File: config.mk
export PLATFORM = sky130hd
export DESIGN_NAME = mem_bus_arbiter
export DESIGN_NICKNAME = d
export VERILOG_FILES = /design/src/rtl/mem_bus_arbiter.sv
export SDC_FILE = /design/constraint.sdc
export NUM_CORES = 1
export LEC_CHECK = 0
export BUFFER_PORTS_ARGS = -buffer_cell sky130_fd_sc_hd__buf_4
export CAP_MARGIN = 10
export CORE_AREA = 2 2 118 120
export CTS_CLUSTER_SIZE = 40
export DETAILED_ROUTE_END_ITERATION = 8
export DIE_AREA = 0 0 120 122
export PLACE_DENSITY_LB_ADDON = 0.25
export SYNTH_ARGS = -nofsm -noshare
export SYNTH_HDL_FRONTEND = slang
export SYNTH_SLANG_ARGS = --single-unit
File: constraint.sdc
create_clock -name clk -period 4.45 [get_ports clk]
set_input_delay 0.445 -clock clk [delete_from_list [all_inputs] [get_ports clk]]
set_output_delay 0.445 -clock clk [all_outputs]
set_load 0.02 [all_outputs]
File: src/rtl/mem_bus_arbiter.sv
// mem_bus_arbiter
// ---------------
// Round-robin arbiter that lets two masters share one memory-mapped bus
// port. Master 0 is normally the core and master 1 a boot loader or DMA.
// A master may hold a bounded lock on the bus for atomic bursts. Bus
// commands leave this block registered. Read data comes back with a
// per-master valid strobe that allows for the memory's one-cycle read
// latency.
//
// Ports
//   clk, rst              clock, asynchronous active-high reset
//   req/we/lock/addr/wdata{0,1}   master command fields, held until granted
//   gnt0, gnt1            combinational grant (req & gnt at an edge = accepted)
//   rvalid0, rvalid1      registered read-data-valid per master
//   rdata0, rdata1        read data (wired to bus_rdata), qualify with rvalidN
//   bus_addr, bus_wdata   registered command to the decoder
//   bus_re, bus_we        registered one-cycle strobes, mutually exclusive
//   bus_rdata             read data from the bus, one cycle after bus_re
//   owner                 registered master that issued the current strobe
module mem_bus_arbiter #(
    parameter int ADDR_LENGTH = 32,
    parameter int DATA_LENGTH = 32,
    parameter int LOCK_MAX    = 8
) (
    input  logic                   clk,
    input  logic                   rst,
    input  logic                   req0,
    input  logic                   we0,
    input  logic                   lock0,
    input  logic [ADDR_LENGTH-1:0] addr0,
    input  logic [DATA_LENGTH-1:0] wdata0,
    input  logic                   req1,
    input  logic                   we1,
    input  logic                   lock1,
    input  logic [ADDR_LENGTH-1:0] addr1,
    input  logic [DATA_LENGTH-1:0] wdata1,
    output logic                   gnt0,
    output logic                   gnt1,
    output logic                   rvalid0,
    output logic                   rvalid1,
    output logic [DATA_LENGTH-1:0] rdata0,
    output logic [DATA_LENGTH-1:0] rdata1,
    output logic [ADDR_LENGTH-1:0] bus_addr,
    output logic [DATA_LENGTH-1:0] bus_wdata,
    output logic                   bus_re,
    output logic                   bus_we,
    input  logic [DATA_LENGTH-1:0] bus_rdata,
    output logic                   owner
);

    localparam int CNT_W = $clog2(LOCK_MAX + 1);
    localparam logic [CNT_W-1:0] CNT_ZERO = CNT_W'(0);
    localparam logic [CNT_W-1:0] CNT_ONE  = CNT_W'(1);
    // The beat that brings the count to LOCK_MAX is the last locked beat,
    // so the lock is kept only while the current count is below LOCK_MAX-1.
    localparam logic [CNT_W-1:0] CNT_LAST = CNT_W'(LOCK_MAX - 1);
    // With LOCK_MAX of 1 a single beat already uses the whole budget,
    // so a lock request can never extend ownership.
    localparam bit CAN_LOCK = (LOCK_MAX > 1);

    typedef enum logic [1:0] {
        MODE_OPEN  = 2'd0,
        MODE_LOCK0 = 2'd1,
        MODE_LOCK1 = 2'd2
    } mode_t;

    mode_t                  mode_r;
    mode_t                  mode_nxt_s;
    logic                   last_r;
    logic [CNT_W-1:0]       lock_cnt_r;
    logic [CNT_W-1:0]       lock_cnt_nxt_s;
    logic                   gnt0_s;
    logic                   gnt1_s;
    logic                   acc0_s;
    logic                   acc1_s;
    logic                   acc_s;
    logic                   sel_we_s;
    logic                   sel_lock_s;
    logic [ADDR_LENGTH-1:0] sel_addr_s;
    logic [DATA_LENGTH-1:0] sel_wdata_s;
    logic [ADDR_LENGTH-1:0] bus_addr_r;
    logic [DATA_LENGTH-1:0] bus_wdata_r;
    logic                   bus_re_r;
    logic                   bus_we_r;
    logic                   owner_r;
    logic                   rvalid0_r;
    logic                   rvalid1_r;

    // Grant decode: round-robin on a tie when open, only the owner when locked.
    always_comb begin
        gnt0_s = 1'b0;
        gnt1_s = 1'b0;
        case (mode_r)
            MODE_OPEN: begin
                if (req0 && req1) begin
                    // The master that did not win last time gets the grant.
                    gnt0_s = last_r;
                    gnt1_s = ~last_r;
                end else begin
                    gnt0_s = req0;
                    gnt1_s = req1;
                end
            end
            MODE_LOCK0: gnt0_s = req0;
            MODE_LOCK1: gnt1_s = req1;
            default: begin
                gnt0_s = 1'b0;
                gnt1_s = 1'b0;
            end
        endcase
    end

    assign acc0_s = req0 & gnt0_s;
    assign acc1_s = req1 & gnt1_s;
    assign acc_s  = acc0_s | acc1_s;

    // Command mux: pick the fields of the master being accepted.
    always_comb begin
        sel_we_s    = 1'b0;
        sel_lock_s  = 1'b0;
        sel_addr_s  = '0;
        sel_wdata_s = '0;
        if (acc1_s) begin
            sel_we_s    = we1;
            sel_lock_s  = lock1;
            sel_addr_s  = addr1;
            sel_wdata_s = wdata1;
        end else begin
            sel_we_s    = we0;
            sel_lock_s  = lock0;
            sel_addr_s  = addr0;
            sel_wdata_s = wdata0;
        end
    end

    // Lock state: enter, extend, release on budget, or abandon on dropped req.
    always_comb begin
        mode_nxt_s     = mode_r;
        lock_cnt_nxt_s = lock_cnt_r;
        if (acc_s) begin
            if (mode_r == MODE_OPEN) begin
                if (sel_lock_s && CAN_LOCK) begin
                    mode_nxt_s     = acc1_s ? MODE_LOCK1 : MODE_LOCK0;
                    lock_cnt_nxt_s = CNT_ONE;
                end else begin
                    mode_nxt_s     = MODE_OPEN;
                    lock_cnt_nxt_s = CNT_ZERO;
                end
            end else begin
                // Only the lock owner can be accepted while locked.
                if (sel_lock_s && (lock_cnt_r < CNT_LAST)) begin
                    mode_nxt_s     = mode_r;
                    lock_cnt_nxt_s = lock_cnt_r + CNT_ONE;
                end else begin
                    mode_nxt_s     = MODE_OPEN;
                    lock_cnt_nxt_s = CNT_ZERO;
                end
            end
        end else begin
            case (mode_r)
                MODE_OPEN: begin
                    mode_nxt_s     = MODE_OPEN;
                    lock_cnt_nxt_s = CNT_ZERO;
                end
                MODE_LOCK0: begin
                    if (!req0) begin
                        mode_nxt_s     = MODE_OPEN;
                        lock_cnt_nxt_s = CNT_ZERO;
                    end else begin
                        mode_nxt_s     = mode_r;
                        lock_cnt_nxt_s = lock_cnt_r;
                    end
                end
                MODE_LOCK1: begin
                    if (!req1) begin
                        mode_nxt_s     = MODE_OPEN;
                        lock_cnt_nxt_s = CNT_ZERO;
                    end else begin
                        mode_nxt_s     = mode_r;
                        lock_cnt_nxt_s = lock_cnt_r;
                    end
                end
                default: begin
                    // An illegal encoding recovers to the open state.
                    mode_nxt_s     = MODE_OPEN;
                    lock_cnt_nxt_s = CNT_ZERO;
                end
            endcase
        end
    end

    // Arbiter state, registered bus command and read-return pipeline.
    always_ff @(posedge clk or posedge rst) begin
        if (rst) begin
            mode_r      <= MODE_OPEN;
            last_r      <= 1'b1;
            lock_cnt_r  <= CNT_ZERO;
            bus_addr_r  <= '0;
            bus_wdata_r <= '0;
            bus_re_r    <= 1'b0;
            bus_we_r    <= 1'b0;
            owner_r     <= 1'b0;
            rvalid0_r   <= 1'b0;
            rvalid1_r   <= 1'b0;
        end else begin
            mode_r     <= mode_nxt_s;
            lock_cnt_r <= lock_cnt_nxt_s;
            bus_re_r   <= acc_s & ~sel_we_s;
            bus_we_r   <= acc_s & sel_we_s;
            // The read issued last cycle returns now to whoever issued it.
            rvalid0_r  <= bus_re_r & ~owner_r;
            rvalid1_r  <= bus_re_r & owner_r;
            if (acc_s) begin
                bus_addr_r  <= sel_addr_s;
                bus_wdata_r <= sel_wdata_s;
                owner_r     <= acc1_s;
                // Also covers a forced release: the other master wins a tie next.
                last_r      <= acc1_s;
            end
        end
    end

    assign gnt0      = gnt0_s;
    assign gnt1      = gnt1_s;
    assign rvalid0   = rvalid0_r;
    assign rvalid1   = rvalid1_r;
    assign rdata0    = bus_rdata;
    assign rdata1    = bus_rdata;
    assign bus_addr  = bus_addr_r;
    assign bus_wdata = bus_wdata_r;
    assign bus_re    = bus_re_r;
    assign bus_we    = bus_we_r;
    assign owner     = owner_r;

endmodule
---- After elaboration in Yosys (flattened, before gate mapping) ----
Index checks and enable logic that the tools add are counted.
storage, ports and cells
  bits in writable memories ............... 0
  latch bits .............................. 0
  word-level logic and storage cells ...... 55
  memory bits (read-only) ................. 0
  memories kept ........................... 0
  output and inout bits ................... 135
  input port bits ......................... 168
  bits in registers ....................... 76
operators by class
  $lt $le $gt $ge ......................... 1
  div/mod/pow operators ................... 0
  $mul .................................... 0
  mux-type cells .......................... 23
  reductions and logical operators ........ 5
  shift operators ......................... 0
  bitwise operators ....................... 10
  add/sub/neg operators ................... 1
  equal/unequal tests ..................... 5
operator list
  operator               number
  $mux W32               2
  $mux W4                5
  $mux W2                7
  $ne A3 B3 Y1 const B   3
  $pmux W4 S2            1
  $and A1 B1 Y1          6
  $mux W1                5
  $add A4 B1 Y4 const B  1
  $lt A4 B3 Y1 const B   1
  $pmux W1 S2            2
  $pmux W2 S2            1
  $not A1 Y1             3
  $reduce_and A3 Y1      1
  $eq A2 B1 Y1 const B   1
  $eq A2 B2 Y1 const B   1
  $logic_and A1 B1 Y1    2
  $logic_not A2 Y1       1
  $reduce_and A2 Y1      1
  $or A1 B1 Y1           1

---- Longest topological paths before layout ----
Gate-level depths: netlist (run 1).
  depth after elaboration ................. 9
  gate-level depth with buffers ........... 7

---- Worst setup path after synthesis (run 1) ----
No wires, ideal clock.
  kind .................................... in2reg
  start ................................... input port req0
  end ..................................... register mode_r[1]
  buffers on the path ..................... 1
  data required time ...................... 4.313 ns
  arrival ................................. 1.434 ns
  cell stages on the path ................. 6
  path slack .............................. 2.879 ns
  cell sequence ........................... nor2b_2 > a21o_1 > buf_6 > clkinv_2 > mux2i_2 > o21ai_0
between the ends
  longest elaborated chain between the ends .. 8
  elaborated cells between the ends (all ways) .. 18
ends and longest elaborated chain
  element                                                 RTL line  text
  start, declared                                         27        input logic req0,
  $logic_and A1 B1 Y1 (*)                                 95        if (req0 && req1) begin
  $mux W1 (*)                                             95
  $pmux W1 S2 (*)                                         93        case (mode_r)
  net gnt1                                                38        output logic gnt1,
  $and A1 B1 Y1 (*)                                       114       assign acc1_s = req1 & gnt1_s;
  $mux W1 or $mux W2 (tied branches)                      123, 143
  $logic_and A1 B1 Y1 or $mux W2 (tied branches)          151, 142
  $ne A3 B3 Y1 (no line) or $mux W2 (tied branches)       --
  $reduce_and A3 Y1 (no line) or $mux W2 (tied branches)  --
  end signal, assigned                                    206       mode_r <= mode_nxt_s;
  end, declared                                           67        mode_t mode_r;
The timed path passes the listed nets; every way through them passes the cells marked *.
A chain may end at the register's enable or synchronous reset.

---- Final worst setup path (run 1) ----
  start ................................... register mode_r[1]
  end ..................................... output port gnt1
between the ends
  longest elaborated chain between the ends .. 2
  elaborated cells between the ends (all ways) .. 3
ends and longest elaborated chain
  element                                           RTL line
  $eq A2 B2 Y1 or $logic_not A2 Y1 (tied branches)  93
  $pmux W1 S2 (*)                                   93
  end, declared                                     38
Every way passes the cells marked *; elsewhere a longest branch is shown, timed or not.

==> results.md, run 1 <==
- Max Cap Viol: 0
- Pin count of the biggest net entering global routing: 74
- Number of hold violations in the final report: 0
- Placeable core area: approximately 0.014 sq mm
- Initial DRT Pass Iterations: 4
- Data required time of the critical path: approximately 4 ns
- Post-route clock period utilization: a little over half
- Buffer count from post-CTS setup fixing: 0
- Worst stage delay on the critical path: between 0.5 and 0.6 ns
- Power density over cell area: about 430 mW/mm^2
- Endpoint type of the worst setup path: output port
- Highest achievable clock rate: around 420 MHz
- Total chip power: around 2.4 mW
- Worst setup slack for register-to-register paths: between 2 and 2.5 ns
- Most used DFF post-synth: dfrtp_1
- Cells taking the most area after synthesis: dfrtp_1, mux2i_1, buf_4
- Number of antenna cells inserted: 0
- Hold-fix buffers at CTS: 0
- Standard-cell row count: 43
- LEAKAGE: between 2 and 3 nW
- Total number of H-tree levels: 3
- Yosys warns: 0
- Setup repair after global routing missed its margin: no
- Syn Nets: around 560
- Terminus of the critical flop-to-flop path: bus_wdata[27]$_DFFE_PP0P_
- Initial standard-cell utilization of the core: ~29%
- Die outline height: around 120 microns
- Avg Inst Size Synth: between 10 and 15 sq um
- Final core utilization: between 40% and 50%
- Maximum fanout encountered on the critical timing path: 40
- Net count, final: 697
- Total clock buffers created by CTS: 9
- Cells resized by post-CTS repair: 0
- Async set-or-reset flop fraction in the synthesized netlist: 100%
- GRT overflow: 0
- Final Max Tran Viols: 0
- HPWL Detailed: between 7 and 8 mm
- Count of different cell masters after synthesis: 26
- CTS clock-pin slew for the worst setup and hold paths: 0.05 ns
- Total Negative Setup Slacks: 0 ns
- Timing startpoint of the critical path: mode_r[1]$_DFFE_PP0P_
- Total global-route track usage: 13.6%
- Boundary pin count: around 300
- Layout Skew: roughly 0.006 ns
- Run status: completed
- EDFF count, synth: 0
- Cell type of the slowest stage on the worst timing path: a21o_4
- P&R area growth vs syn: 38.6%
- #FFs+latches synth: 76
- Cell type with the largest total area after synthesis: dfrtp_1
- Horizontal die dimension: between 100 and 150 microns
- Routed wire length: 9.67 mm
- Floorplan die area: around 0.015 sq mm
- Root cell of the clock tree: clkbuf_16
- Max rail drop VDD: roughly 220 uV
- Number of standard cells in the final layout excluding fillers: between 700 and 800
- Buffer depth of the longest clock path: 2
- Critical path start-end classification: flop to output port
- Fraction of the yosys area taken by sequential cells: around half
- Via/cell ratio: 4.31
- Cell Chain, Critical Path: nor2b_2 > a21o_4 > clkinv_2 > buf_4
- Worst flop-to-flop path startpoint: mode_r[1]$_DFFE_PP0P_
- Count of fill cells added during filler insertion: 1326
- Proportion of layout cells with a drive suffix above 1: 43.9%
- DRC violations left: 0
- CTS tree: done
- Drt wl/cell: between 10 and 15 microns
- Relative slew slack: between 50 and 60%
- PortBufs: just over 200
- Placed cell count: about 700
- Antenna viol nets, final: 0
- First-pass GRT wire length: around 16 mm
- Most numerous cell types in the synthesized netlist: dfrtp_1, nand2_1, buf_4, mux2i_1, o21ai_0
- DR iter-0 viols: 165
- Cell Area, Synth: 0.00396 sq mm
- Final weighted congestion of routability-driven global placement: 0.739
- Worst R2R Path Depth: 5
- Arrival time at the worst endpoint: slightly below 2 ns
- Vias in the first global route: between 3000 and 4000
- Via Count: around 3100
- Clock latency at the later pin of the worst-skew pair: approximately 0.34 ns
- Number of instances in the synthesized netlist: just under 400
- Final count of negative-setup-slack endpoints: 0
- Clock sink total: between 70 and 80
- Minimum period implied by the final worst setup slack: ~2.4 ns
- Critical path destination: gnt1
- Fraction of synthesized cell area taken by the top area cell type: 47.4%
- Worst slack on hold paths: about 0.17 ns
- Initial antenna violation count: 0
- Leading cell type by number of instances after synthesis: dfrtp_1
- Slew at the pin closest to its max-slew limit: between 0.6 and 0.7 ns
- Worst setup SP type: flop
- Path type of the worst min-delay path: input pin to async pin
-- sequential cells by signal (all words and copies together), names as in the netlist --
name	flops
bus_addr	32
bus_re	1
bus_wdata	32
bus_we	1
last_r	1
lock_cnt_r	4
mode_r	2
owner	1
rvalid0	1
rvalid1	1
-- worst min path at each step --
stage,start,endpoint,slack [ns],depth (start not counted)
floorplan,last_r$_DFFE_PP1P_,last_r$_DFFE_PP1P_,0.45,2
global placement,bus_wdata[27]$_DFFE_PP0P_,bus_wdata[27]$_DFFE_PP0P_,0.46,2
detailed placement,bus_addr[13]$_DFFE_PP0P_,bus_addr[13]$_DFFE_PP0P_,0.47,2
CTS,rst,bus_wdata[7]$_DFFE_PP0P_,0.19,2
global route,rst,bus_wdata[1]$_DFFE_PP0P_,0.22,2
finish,rst,bus_wdata[1]$_DFFE_PP0P_,0.17,2
-- report_power, final --
| group | leakage (nW) | internal, mW | switching (mW) |
|---|---|---|---|
| Combinational | 1.76 | 0.346 | 0.397 |
| Clock | 0.149 | 0.463 | 0.276 |
| Sequential | 0.923 | 0.819 | 0.0719 |
| Total | 2.83 | 1.63 | 0.745 |
-- area by class of cell --
type	count	area [sq um]	area share, %
Inverter	3	13.8	0.251
Timing Repair Buffer	210	1600	29.2
Tap cell	180	225	4.10
Clock inverter	4	47.5	0.867
Multi-Input combinational cell	228	1440	26.2
Sequential cell	76	1900	34.7
Clock buffer	12	256	4.68
-- logic make-up (layout without fill, tap and decap cells) --
| logic type | count (synthesis) | count (layout) | share of synthesized area (%) |
|---|---|---|---|
| compound gates | 69 | 69 | 8.79 |
| fa+ha+maj | 1 | 1 | 0.316 |
| buf+inv | 89 | 229 | 16.0 |
| flops | 76 | 76 | 48.1 |
| mux | 67 | 67 | 17.1 |
| simple gates | 91 | 91 | 9.80 |
-- worst max-delay path, delay by kind of cell (launching register included) --
| family | cells | cell delay, ns |
|---|---|---|
| compound gates | 1 | 0.56 |
| flops | 1 | 0.42 |
| buf+inv | 2 | 0.39 |
| simple gates | 1 | 0.24 |
-- layout by cell type (no fill, tap or decap), drive strengths merged --
| cell type | Yosys | final |
|---|---|---|
| dfstp | 1 | 1 |
| clkbuf | 8 | 12 |
| buf | 78 | 210 |
| nor2b | 4 | 4 |
| nor4b | 1 | 1 |
| nand3 | 4 | 4 |
| a21o | 1 | 1 |
| o21ai | 66 | 66 |
| mux2 | 1 | 1 |
| nor2 | 6 | 6 |
| a21oi | 2 | 2 |
| nand2 | 68 | 68 |
| dfrtp | 75 | 75 |
| clkinv | 1 | 4 |
| mux2i | 66 | 66 |
| and2 | 1 | 1 |
| bufinv | 0 | 1 |
| inv | 2 | 1 |
| clkinvlp | 0 | 1 |
| nor4 | 2 | 2 |
| nand2b | 3 | 3 |
| ha | 1 | 1 |
| nor3 | 2 | 2 |
-- per-stage QoR --
stage / setup WS (ns) / area (sq um)
after floorplan: 2.07 / 3960
after global routing: 1.90 / 5490
after CTS: 2.01 / 5470
after detailed placement: 2.00 / 5160
after global placement: 2.08 / 5160
final: 2.06 / 5490
-- routing by layer --
metal	GRT usage (%)	vias to the layer above	wire, microns
met5	0	-	0
met4	5.44	0	222
met3	7.26	21	1040
met2	23.0	135	4910
met1	14.4	1397	3500
li1	-	1518	-
No activity file was read; power rests on OpenSTA's default activity.
==> inputs of run 2 (changes only) <==
--- a/config.mk
+++ b/config.mk
@@ -5,12 +5,13 @@
 export SDC_FILE = /design/constraint.sdc
 export NUM_CORES = 1
 export LEC_CHECK = 0
+export ABC_AREA = 1
 export BUFFER_PORTS_ARGS = -buffer_cell sky130_fd_sc_hd__buf_4
 export CAP_MARGIN = 10
-export CORE_AREA = 2 2 118 120
+export CORE_AREA = 2 2 117 119
 export CTS_CLUSTER_SIZE = 40
 export DETAILED_ROUTE_END_ITERATION = 8
-export DIE_AREA = 0 0 120 122
+export DIE_AREA = 0 0 119 121
 export PLACE_DENSITY_LB_ADDON = 0.25
 export SYNTH_ARGS = -nofsm -noshare
 export SYNTH_HDL_FRONTEND = slang
==> constraint.sdc (replaced) <==
create_clock -name clk -period 2.1 [get_ports clk]
set_input_delay 0.21 -clock clk [delete_from_list [all_inputs] [get_ports clk]]
set_output_delay 0.21 -clock clk [all_outputs]
set_load 0.02 [all_outputs]
==> run 2 against run 1 <==
  * Utilization is 3.6 points higher
  * Critical path depth stayed put
  * Clock skew is 0.0019 ns higher
  * Highest routed layer unchanged
  * Clock power is 140% higher
  * Largest cell class unchanged
  * Sequential power grew to 2.7 times the previous value
  * Worst hold slack worse by 0.030 ns
  * First-iteration DRC count is 16% lower
  * Final area is 5.5% higher
  * Non-clock buffer count is 4 higher
  * Critical path type unchanged
  * Count of clock-buffer cells in the layout stayed put
==> results.md, run 2 <==
- Initial DRT Pass Iterations: 6
- Arrival time at the worst endpoint: about 1.7 ns
- Routed wire length: roughly 11 mm
- Cell type of the slowest stage on the worst timing path: inv_4
- #FFs+latches synth: 76
- Final core utilization: between 40% and 50%
- Switching power: between 3 and 4 mW
- Fraction of synthesized cell area taken by the top area cell type: approximately 44%
- Switching power as a share of total power: about two fifths
- Total global-route track usage: 15.3%
- Power density over cell area: ~1300 mW/mm^2
- DR iter-0 viols: 139
- GRT overflow: 0
- Floorplan die area: around 0.014 sq mm
- Relative contribution of the clock network to total power: 23.1%
- Proportion of layout cells with a drive suffix above 1: 32.0%
- Async set-or-reset flop fraction in the synthesized netlist: 100%
- Net count, final: around 910
- Count of different cell masters after synthesis: 20
- Endpoint type of the worst setup path: output port
- Antenna viol nets, final: 0
- Initial standard-cell utilization of the core: 32.3%
- Placeable core area: roughly 0.013 sq mm
- Commonest cells after routing, fill and taps aside: nand2_1, buf_4, dfrtp_1, clkbuf_16
- Total chip power: 7.75 mW
- Pin count of the biggest net entering global routing: 71
- Slew at the pin closest to its max-slew limit: 0.668 ns
- Count of fill cells added during filler insertion: 1346
- Worst stage delay on the critical path: 0.46 ns
- Number of hold violations in the final report: 0
- Standard-cell row count: 42
- Final count of negative-setup-slack endpoints: 0
- Maximum fanout encountered on the critical timing path: 66
- Run status: completed
- Relative slew slack: 55.5%
- Initial antenna violation count: 0
- Post-route clock period utilization: about nine tenths
- First-pass GRT wire length: roughly 18 mm
- CTS clock-pin slew for the worst setup and hold paths: 0.06 ns
- Avg Inst Size Synth: around 7 sq um
- Die outline height: between 100 and 150 microns
- Placed cell count: between 900 and 1000
- Combined area of the multi-input logic cells: roughly 0.0016 sq mm
- Path type of the worst min-delay path: input pin to flop
- Cells taking the most area after synthesis: dfrtp_1, nand2_1, buf_4
- EDFF count, synth: 0
- Max rail drop VDD: 710 uV
- Number of antenna cells inserted: 0
- Leading cell type in the layout, fill and taps excluded: nand2_1
- Data required time of the critical path: 1.89 ns
- Boundary pin count: ~300
- Clock sink total: between 70 and 80
- Leading cell type by number of instances after synthesis: nand2_1
- Buffer count from post-CTS setup fixing: 0
- Area occupied by registers: 0.00190 sq mm
- Number of instances in the synthesized netlist: 605
- Pint: 4.67 mW
- Total number of H-tree levels: 3
- Minimum period implied by the final worst setup slack: between 1.5 and 2 ns
- Final Max Tran Viols: 0
- Clock latency at the later pin of the worst-skew pair: 0.33 ns
- PortBufs: 206
- Via Count: roughly 4000
- Top Family by Delay on Critical Path: buffers and inverters
- Reg power frac: 31.3%
- LEAKAGE: 3.42 nW
- DRC violations left: 0
- Cell type with the largest total area after synthesis: dfrtp_1
- Final weighted congestion of routability-driven global placement: between 0.7 and 0.8
- Layout Skew: ~0.008 ns
- Root cell of the clock tree: clkbuf_16
- CTS tree: done
- Horizontal die dimension: approximately 120 microns
- Cell Chain, Critical Path: nor2_4 > nand2_2 > inv_4 > buf_4
- Fraction of the yosys area taken by sequential cells: 45.0%
- Total clock buffers created by CTS: 9
- Via/cell ratio: around 4.3
- HPWL Detailed: 8.11 mm
- Setup repair after global routing missed its margin: no
- Critical path start-end classification: flop to output port
- Buffer depth of the longest clock path: 2
- Fraction of power consumed by combinational cells: between 40% and 50%
- Worst setup SP type: flop
- Most used DFF post-synth: dfrtp_1
- Cell Area, Synth: 0.00423 sq mm
- Most numerous cell types in the synthesized netlist: nand2_1, dfrtp_1, buf_4, buf_2, inv_1
- Number of standard cells in the final layout excluding fillers: around 920
- Highest achievable clock rate: 528 MHz
- Syn Nets: a little under 800
- P&R area growth vs syn: 36.7%
- Combined buffer and inverter count along the critical path: 2
- Post-placement worst setup slack: between 0.2 and 0.25 ns
- Final worst slack: 0.204 ns
- Vias in the first global route: a little under 4000
- Yosys warns: 0
- Max Cap Viol: 0
- Total Negative Setup Slacks: 0 ns
- Drt wl/cell: 12.0 microns
[run 2: per-stage QoR]
stage / hold slack, ns / cell area [sq um]
CTS: 0.134 / 5790
floorplan: 0.355 / 4240
detailed placement: 0.291 / 5420
finish: 0.141 / 5790
global placement: 0.289 / 5420
global route: 0.149 / 5790
[run 2: final timing paths]
path,startpoint,cells after the start,slack (ns),to
max reg2reg,last_r$_DFFE_PP1P_,7,0.26,lock_cnt_r[2]$_DFFE_PP0P_
min,lock1,3,0.14,mode_r[1]$_DFFE_PP0P_
max,mode_r[0]$_DFFE_PP0P_,4,0.20,gnt1
max in group asynchronous,rst,4,0.98,bus_re$_DFF_PP0_
min in group asynchronous,rst,3,0.49,bus_addr[13]$_DFFE_PP0P_
min reg2reg,bus_addr[1]$_DFFE_PP0P_,2,0.47,bus_addr[1]$_DFFE_PP0P_
[run 2: worst min-delay path: stages]
cell	delay, ns
buf_4	0.09
nand3_1	0.06
nand2_1	0.07
[run 2: power by group through the flow]
stage	logic [mW]	registers, mW	clock network (mW)
finish	3.53	2.43	1.79
global route	3.90	2.51	1.90
CTS	3.60	2.43	1.84
detailed placement	3.60	2.44	0
global placement	3.55	2.43	0
floorplan	1.60	3.12	0
[run 2: routing by layer]
layer | share of wire, % | GRT usage (%) | routed length [microns] | vias up
met5 | 0 | 0 | 0 | -
met1 | 41 | 17.5 | 4480 | 1758
met3 | 7.6 | 4.79 | 837 | 39
li1 | - | - | - | 1999
met2 | 49 | 26.5 | 5430 | 141
met4 | 2.6 | 6.32 | 287 | 0
[run 2: cell families (layout without fill, tap and decap cells)]
family | after synthesis | in the layout | share of synthesized area, %
AOI/OAI and AO/OA | 4 | 4 | 0.473
DFF | 76 | 76 | 45.0
buffers and inverters | 105 | 243 | 16.4
and+or+nand+nor | 419 | 419 | 37.9
adders and majority gates | 1 | 1 | 0.296
[run 2: cell type report]
| class | count | share of cell area, % |
|---|---|---|
| flip-flops and latches | 76 | 32.9 |
| multi-input cells | 424 | 28.3 |
| repair buffers | 214 | 28.0 |
| clock buffers | 12 | 4.43 |
| well taps | 176 | 3.80 |
| clock inverters | 4 | 1.64 |
| inverters | 13 | 0.951 |
[run 2: repair_timing]
item,CTS,global route
resized for setup,1,0
setup endpoints to repair,1,0
hold buffers,1,0
hold endpoints to repair,20,0
